## src/rtl/ycbcr444_to_422_packer.sv

```systemverilog
// ycbcr444_to_422_packer: 4:4:4 to interleaved 4:2:2 YCbCr packer with aligned sync/DE and line-length monitoring.
module ycbcr444_to_422_packer #(
  parameter bit         FILTER_EN = 1'b1,
  parameter bit         CB_FIRST  = 1'b1,
  parameter logic [7:0] BLANK_Y   = 8'h10,
  parameter logic [7:0] BLANK_C   = 8'h80
) (
  input  logic        pixel_clk,
  input  logic        reset,
  input  logic        in_de,
  input  logic        in_hsync,
  input  logic        in_vsync,
  input  logic [7:0]  in_y,
  input  logic [7:0]  in_cb,
  input  logic [7:0]  in_cr,
  output logic        out_de,
  output logic        out_hsync,
  output logic        out_vsync,
  output logic [7:0]  out_y,
  output logic [7:0]  out_cb_cr,
  output logic [23:0] out_data_hdmi,
  output logic [11:0] line_len,
  output logic        odd_line_err
);
  logic        de1_q, hs1_q, vs1_q, ph1_q, de2_q, hs2_q, vs2_q, ph2_q;
  logic        err_q, err_d, skip_q, fall;
  logic [7:0]  y1_q, ce1_q, co1_q, y2_q, ce2_q, co2_q, hold_q, chroma;
  logic [11:0] cnt_q, cnt_d, len_q, len_d;

  function automatic logic [7:0] avg(input logic [7:0] a, input logic [7:0] b);
    logic [8:0] s;
    s = {1'b0, a} + {1'b0, b} + 9'd1;
    return s[8:1];
  endfunction

  // ce carries the even-pixel chroma role, co the odd-pixel role
  always_comb begin
    fall   = de1_q & ~in_de;
    cnt_d  = fall ? 12'd0 : (in_de && cnt_q != 12'hfff) ? cnt_q + 12'd1 : cnt_q;
    len_d  = (fall & ~skip_q) ? cnt_q : len_q;
    err_d  = (fall & ~skip_q & cnt_q[0]) | (err_q & ~(in_vsync & ~vs1_q));
    chroma = ph2_q ? (FILTER_EN ? avg(hold_q, co2_q) : hold_q)
                   : ((FILTER_EN && de1_q) ? avg(ce2_q, ce1_q) : ce2_q);
  end

  always_ff @(posedge pixel_clk) begin
    if (reset) begin
      {de1_q, hs1_q, vs1_q, ph1_q, de2_q, hs2_q, vs2_q, ph2_q} <= '0;
      {y1_q, ce1_q, co1_q, y2_q, ce2_q, co2_q, hold_q} <= '0;
      cnt_q  <= '0;
      len_q  <= '0;
      err_q  <= 1'b0;
      skip_q <= 1'b1;
    end else begin
      de1_q  <= in_de;
      hs1_q  <= in_hsync;
      vs1_q  <= in_vsync;
      y1_q   <= in_y;
      ce1_q  <= CB_FIRST ? in_cb : in_cr;
      co1_q  <= CB_FIRST ? in_cr : in_cb;
      ph1_q  <= de1_q & ~ph1_q;
      de2_q  <= de1_q;
      hs2_q  <= hs1_q;
      vs2_q  <= vs1_q;
      y2_q   <= y1_q;
      ce2_q  <= ce1_q;
      co2_q  <= co1_q;
      ph2_q  <= ph1_q;
      hold_q <= (de2_q & ~ph2_q) ? co2_q : hold_q;
      cnt_q  <= cnt_d;
      len_q  <= len_d;
      err_q  <= err_d;
      skip_q <= skip_q & in_de;
    end
  end

  assign out_de        = de2_q;
  assign out_hsync     = hs2_q;
  assign out_vsync     = vs2_q;
  assign out_y         = de2_q ? y2_q : BLANK_Y;
  assign out_cb_cr     = de2_q ? chroma : BLANK_C;
  assign out_data_hdmi = {out_cb_cr, out_y, 8'h00};
  assign line_len      = len_q;
  assign odd_line_err  = err_q;
endmodule
```

## config.mk

```make
export PLATFORM = sky130hd
export DESIGN_NAME = ycbcr444_to_422_packer
export DESIGN_NICKNAME = d
export VERILOG_FILES = /design/src/rtl/ycbcr444_to_422_packer.sv
export SDC_FILE = /design/constraint.sdc
export NUM_CORES = 1
export LEC_CHECK = 0
export ABC_AREA = 1
export CAP_MARGIN = 5
export CORE_MARGIN = 3
export CORE_UTILIZATION = 51
export DETAILED_ROUTE_END_ITERATION = 7
export HOLD_SLACK_MARGIN = 0.06
export PLACE_DENSITY = 0.78
export SLEW_MARGIN = 20
export SYNTH_ARGS = -nofsm -noshare
export SYNTH_HDL_FRONTEND = slang
export SYNTH_SLANG_ARGS = --single-unit
```

## constraint.sdc

```tcl
create_clock -name pixel_clk -period 2.8 [get_ports pixel_clk]
set_clock_uncertainty 0.1 [all_clocks]
set_input_delay 0.56 -clock pixel_clk [delete_from_list [all_inputs] [get_ports pixel_clk]]
set_output_delay 0.56 -clock pixel_clk [all_outputs]
set_load 0.01 [all_outputs]
```

======== Word level (Yosys, flattened, before mapping) ========
Index checks and enable logic that the tools add are counted.
storage, ports and cells
  bits in registers ....................... 90
  output and inout bits ................... 56
  word-level logic and storage cells ...... 46
operators by class
  add/sub/neg operators ................... 5
  equal/unequal tests ..................... 1
  multiplexer cells ....................... 4
  bitwise operators ....................... 15
  reductions and logical operators ........ 2
operators by type and width
  cell                                                              number
  8-bit two-way mux                                                 4
  8-bit by 8-bit adder with 9-bit output                            2
  9-bit by 1-bit adder with 9-bit output (second input constant)    2
  12-bit by 1-bit adder with 12-bit output (second input constant)  1
  12-bit inequality test (second input constant)                    1
  1-bit bitwise AND                                                 8
  1-bit NOT                                                         6
  2-bit OR reduction                                                1
  1-bit logical AND                                                 1
  1-bit OR                                                          1

======== Logic depth before layout (Yosys ltp) ========
  depth in word-level cells ............... 5
  gate-level depth with buffers ........... 13
  mapped depth without buffers ............ 12

======== Least setup slack after synthesis ========
No wires, ideal clock.
  path type ............................... reg-to-output
  start ................................... reg ce2_q[0]
  end ..................................... out out_data_hdmi[21]
  data arrival time ....................... 1727 ps
  required time ........................... 2140 ps
  setup slack ............................. 413 ps
  stages on the path, launching flop included .. 13
  path buffers ............................ 1
  cell sequence ........................... dfxtp_1 > inv_1 > nand2_1 > inv_1 > fa_1 > o21ai_0 > nand3_1 > nand3_1 > nand3_1 > nand2_1 > nand2_1 > nor2_1 > buf_4
between the ends
  longest elaborated chain between the ends .. 5
ends and longest elaborated chain
  what                                    line  RTL
  start, declared                         27    logic [7:0] y1_q, ce1_q, co1_q, y2_q, ce2_q, co2_q, hold_q, chroma;
  start signal, assigned                  66    ce2_q <= ce1_q;
  8-bit by 8-bit adder with 9-bit output  32    s = {1'b0, a} + {1'b0, b} + 9'd1;
  9-bit by 1-bit adder with 9-bit output  32
  8-bit two-way mux                       43    : ((FILTER_EN && de1_q) ? avg(ce2_q, ce1_q) : ce2_q);
  8-bit two-way mux                       42    chroma = ph2_q ? (FILTER_EN ? avg(hold_q, co2_q) : hold_q)
  8-bit two-way mux                       81    assign out_cb_cr = de2_q ? chroma : BLANK_C;
  end, declared                           21    output logic [23:0] out_data_hdmi,
No other way between the ends.

======== Worst setup path in the final report ========
  start ................................... reg ce2_q[0]
  end ..................................... out out_cb_cr[3]
between the ends
  longest elaborated chain between the ends .. 5
ends and longest elaborated chain
  what                                    line  RTL
  8-bit by 8-bit adder with 9-bit output  32
  9-bit by 1-bit adder with 9-bit output  32
  8-bit two-way mux                       43
  8-bit two-way mux                       42
  8-bit two-way mux                       81
  end, declared                           20    output logic [7:0] out_cb_cr,
No other way between the ends.

==> metrics.csv <==
metric,value,unit
outcome,finished clean,
Fillers,695,
Final ANT Viol Nets,0,
CP Launch Type,register,
htree depth,3,
largest net degree at the start of global routing,39,
Setup crit start,ce2_q[0],
synthesis warning total,0,
Worst setup EP type,output port,
Final min period,2.64,ns
Site Rows,32,
layout cells sized above 1,11.0,%
register bit total from synthesis,90,
Die ar.,0.00927,mm2
Hold WC Path Type,reg2reg,
final period utilization,94.3,%
DR WL/cell,11.5,um
"Clk Latency, worst-skew pair",0.33,ns
GP Congestion,0.903,
Cells after DPL,724,
sequential-to-total area share from yosys stat,43.3,%
Netlist cell types,32,
Max Cap Viol,0,
die height,96.3,um
placed inst area,0.00483,mm2
vias in the first global route,3336,
vias per std cell,4.75,
Post-synth top cells,"inv_1 (106), nand2_1 (93), dfxtp_1 (90)",
register-to-register setup slack,0.89,ns
largest cells by area after synthesis,"dfxtp_1 (43%), inv_1 (9.6%), nand2_1 (8.4%), nor2_1 (7.6%), a21oi_1 (5.3%)",
final std cells w/o fill,738,
cells after synthesis,576,
"Reg clk slew, reported paths",0.09,ns
core area,0.00781,mm2
total track usage,19.6,%
"EDFF count, synth",0,
Gate power share,10.3,%
CTS Root Cell,clkbuf_8,
Starting Density,53.3,%
grt met2 use,34.6,%
Layout area overhead,22.8,%
Cell Pwr Density,533,mW/mm2
Max clock buf depth,2,
antenna diode count,0,
initial DRC count,111,
top cell type's share of synthesized area,43.3,%
M3 GR Usage,4.69,%
"most used cell, CP",nand2_1,
VDD IR-drop max,0.000379,V
Slew Limit Fails,0,
P_int,2.13,mW
clk sinks,90,
ordered cell list for the critical path,inv_1 > nand2_1 > inv_1 > fa_2 > o21ai_2 > xor2_1 > nand2_1 > nand2_1 > nand2_1 > nor2_2 > clkbuf_2,
max_slew headroom,61.3,%
Post-synth top flop,dfxtp_1,
Crit Path Max Fanout,3,
FMAX,379,MHz
"FFs w/ async S/R, synth",0,%
Crit Reg-Reg Endpoint,cnt_q[8],
Final nets,679,
DIE WIDTH,96.3,um
sequential share of power,50.0,%
Worst Hold Path Cells,2,
final hold violations,0,
cell area after synthesis,0.00416,mm2
Setup crit end,out_cb_cr[3],
worst stage delay on the critical path,0.37,ns
first-pass GRT wire length,14.3,mm
Post-route DRC,0,
hold_buf cts,0,
DR vias,3509,
"Max stage delay cell, worst path",fa_2,
"Design Area, Final",0.00511,mm2
final setup fails,0,
CTS buffer count,9,
average cell area after synthesis,7.22,um2
Critical Path RT,2.14,ns
WP data arrival,1.98,ns
# IOs,85,
Worst-Margin Slew,0.579,ns
switching power,0.590,mW
DP HPWL,6.24,mm
# port buffers,76,
Sw Share,21.7,%
WS Path Type,reg2out,
Pleak,2.40,nW
Detailed Routing Iterations Pass 1,4,
met1 Use GR,23.0,%
Reg2Reg Depth,9,
GR peak layer,met2,
Reg-to-Reg Start,cnt_q[0],
GRT overflow,0,
clock share of power,39.7,%
most numerous cell in the Yosys netlist,inv_1,
cell accounting for the most synthesized area,dfxtp_1,
initial antenna violation count,0,
final WL,8.51,mm
TritonCTS clock tree,built,
-- placed cells by master, fill, tap and decap left out, types with 7 or more instances in the layout --
cell type          n
ha_1              11
nand3_1           26
o21ai_0           25
nor2_1            81
nand2_1           92
inv_2              7
inv_1            106
a21oi_1           41
clkbuf_8           9
clkdlybuf4s50_1   59
conb_1             8
clkbuf_2          11
nor3_1             7
dfxtp_1           89
-- power groups by stage --
stage                     clock network [mW]  registers (mW)  logic (mW)
final                                   1.08            1.36       0.280
after floorplan                            0            1.38       0.183
after CTS                               1.11            1.36       0.274
after global routing                    1.16            1.37       0.320
after detailed placement                   0            1.39       0.271
after global placement                     0            1.39       0.263
-- registers in the layout (all words and copies together) (netlist names), 8 cells and up --
| signal | flops |
|---|---|
| hold_q | 8 |
| co2_q | 8 |
| y2_q | 8 |
| ce1_q | 8 |
| co1_q | 8 |
| ce2_q | 8 |
| line_len | 12 |
| cnt_q | 12 |
| y1_q | 8 |
-- through the flow --
stage	power (mW)	hold slack [ns]	TNS (ns)	utilization (%)	setup slack, ns
after floorplan	1.56	0.288	0	-	0.413
after global placement	1.65	0.290	0	61.9	0.00683
after detailed placement	1.66	0.293	-0.114	61.9	-0.0594
after CTS	2.74	0.301	0	65.3	0.00869
after global routing	2.85	0.317	-0.0280	65.4	-0.0165
final	2.72	0.295	0	65.4	0.160
-- kinds of logic (layout without fill, tap and decap cells) --
logic type	count (synthesis)	after routing	synth area share, %
DFF	90	90	43.3
AOI/OAI and AO/OA	79	79	9.69
other	1	8	0.0902
and+or+nand+nor	227	227	23.2
adders and majority gates	17	17	5.48
buffers and inverters	156	209	16.9
xor gates and xnor gates	6	6	1.26
-- worst max-delay path: cells and delay by family (launching register included) --
kind | cells | cell delay (ns)
AOI/OAI and AO/OA | 1 | 0.15
xor gates and xnor gates | 1 | 0.17
adders and majority gates | 1 | 0.37
buffers and inverters | 3 | 0.25
DFF | 1 | 0.33
and+or+nand+nor | 5 | 0.39
-- worst min path at each step --
stage | endpoint | startpoint | slack (ns)
after floorplan | co2_q[0] | co1_q[0] | 0.29
after global placement | y2_q[3] | y1_q[3] | 0.29
after detailed placement | y2_q[6] | y1_q[6] | 0.29
after CTS | y2_q[6] | y1_q[6] | 0.30
after global routing | y2_q[4] | y1_q[4] | 0.32
final | y2_q[6] | y1_q[6] | 0.29
-- timing repair --
action / 4_1_cts / 5_1_grt
cloned: 0 / 0
setup buffers: 0 / 0
setup endpoints to repair: 16 / 14
resized for setup: 30 / 40
pin swaps: 1 / 3
-- per-layer routing --
layer,wire length (um),up-vias
li1,-,1836
met1,3690,1596
met2,4360,72
met3,384,5
met4,83,0
met5,0,-
-- layout make-up --
type,instances,area (um2),area share [%]
inverters,114,428,8.38
flip-flops and latches,90,1800,35.3
multi-input cells,337,1770,34.7
repair buffers,81,721,14.1
well taps,102,128,2.50
clock buffers,9,124,2.43
clock inverters,5,129,2.52
Note: power is estimated with default switching activity, not from simulation.
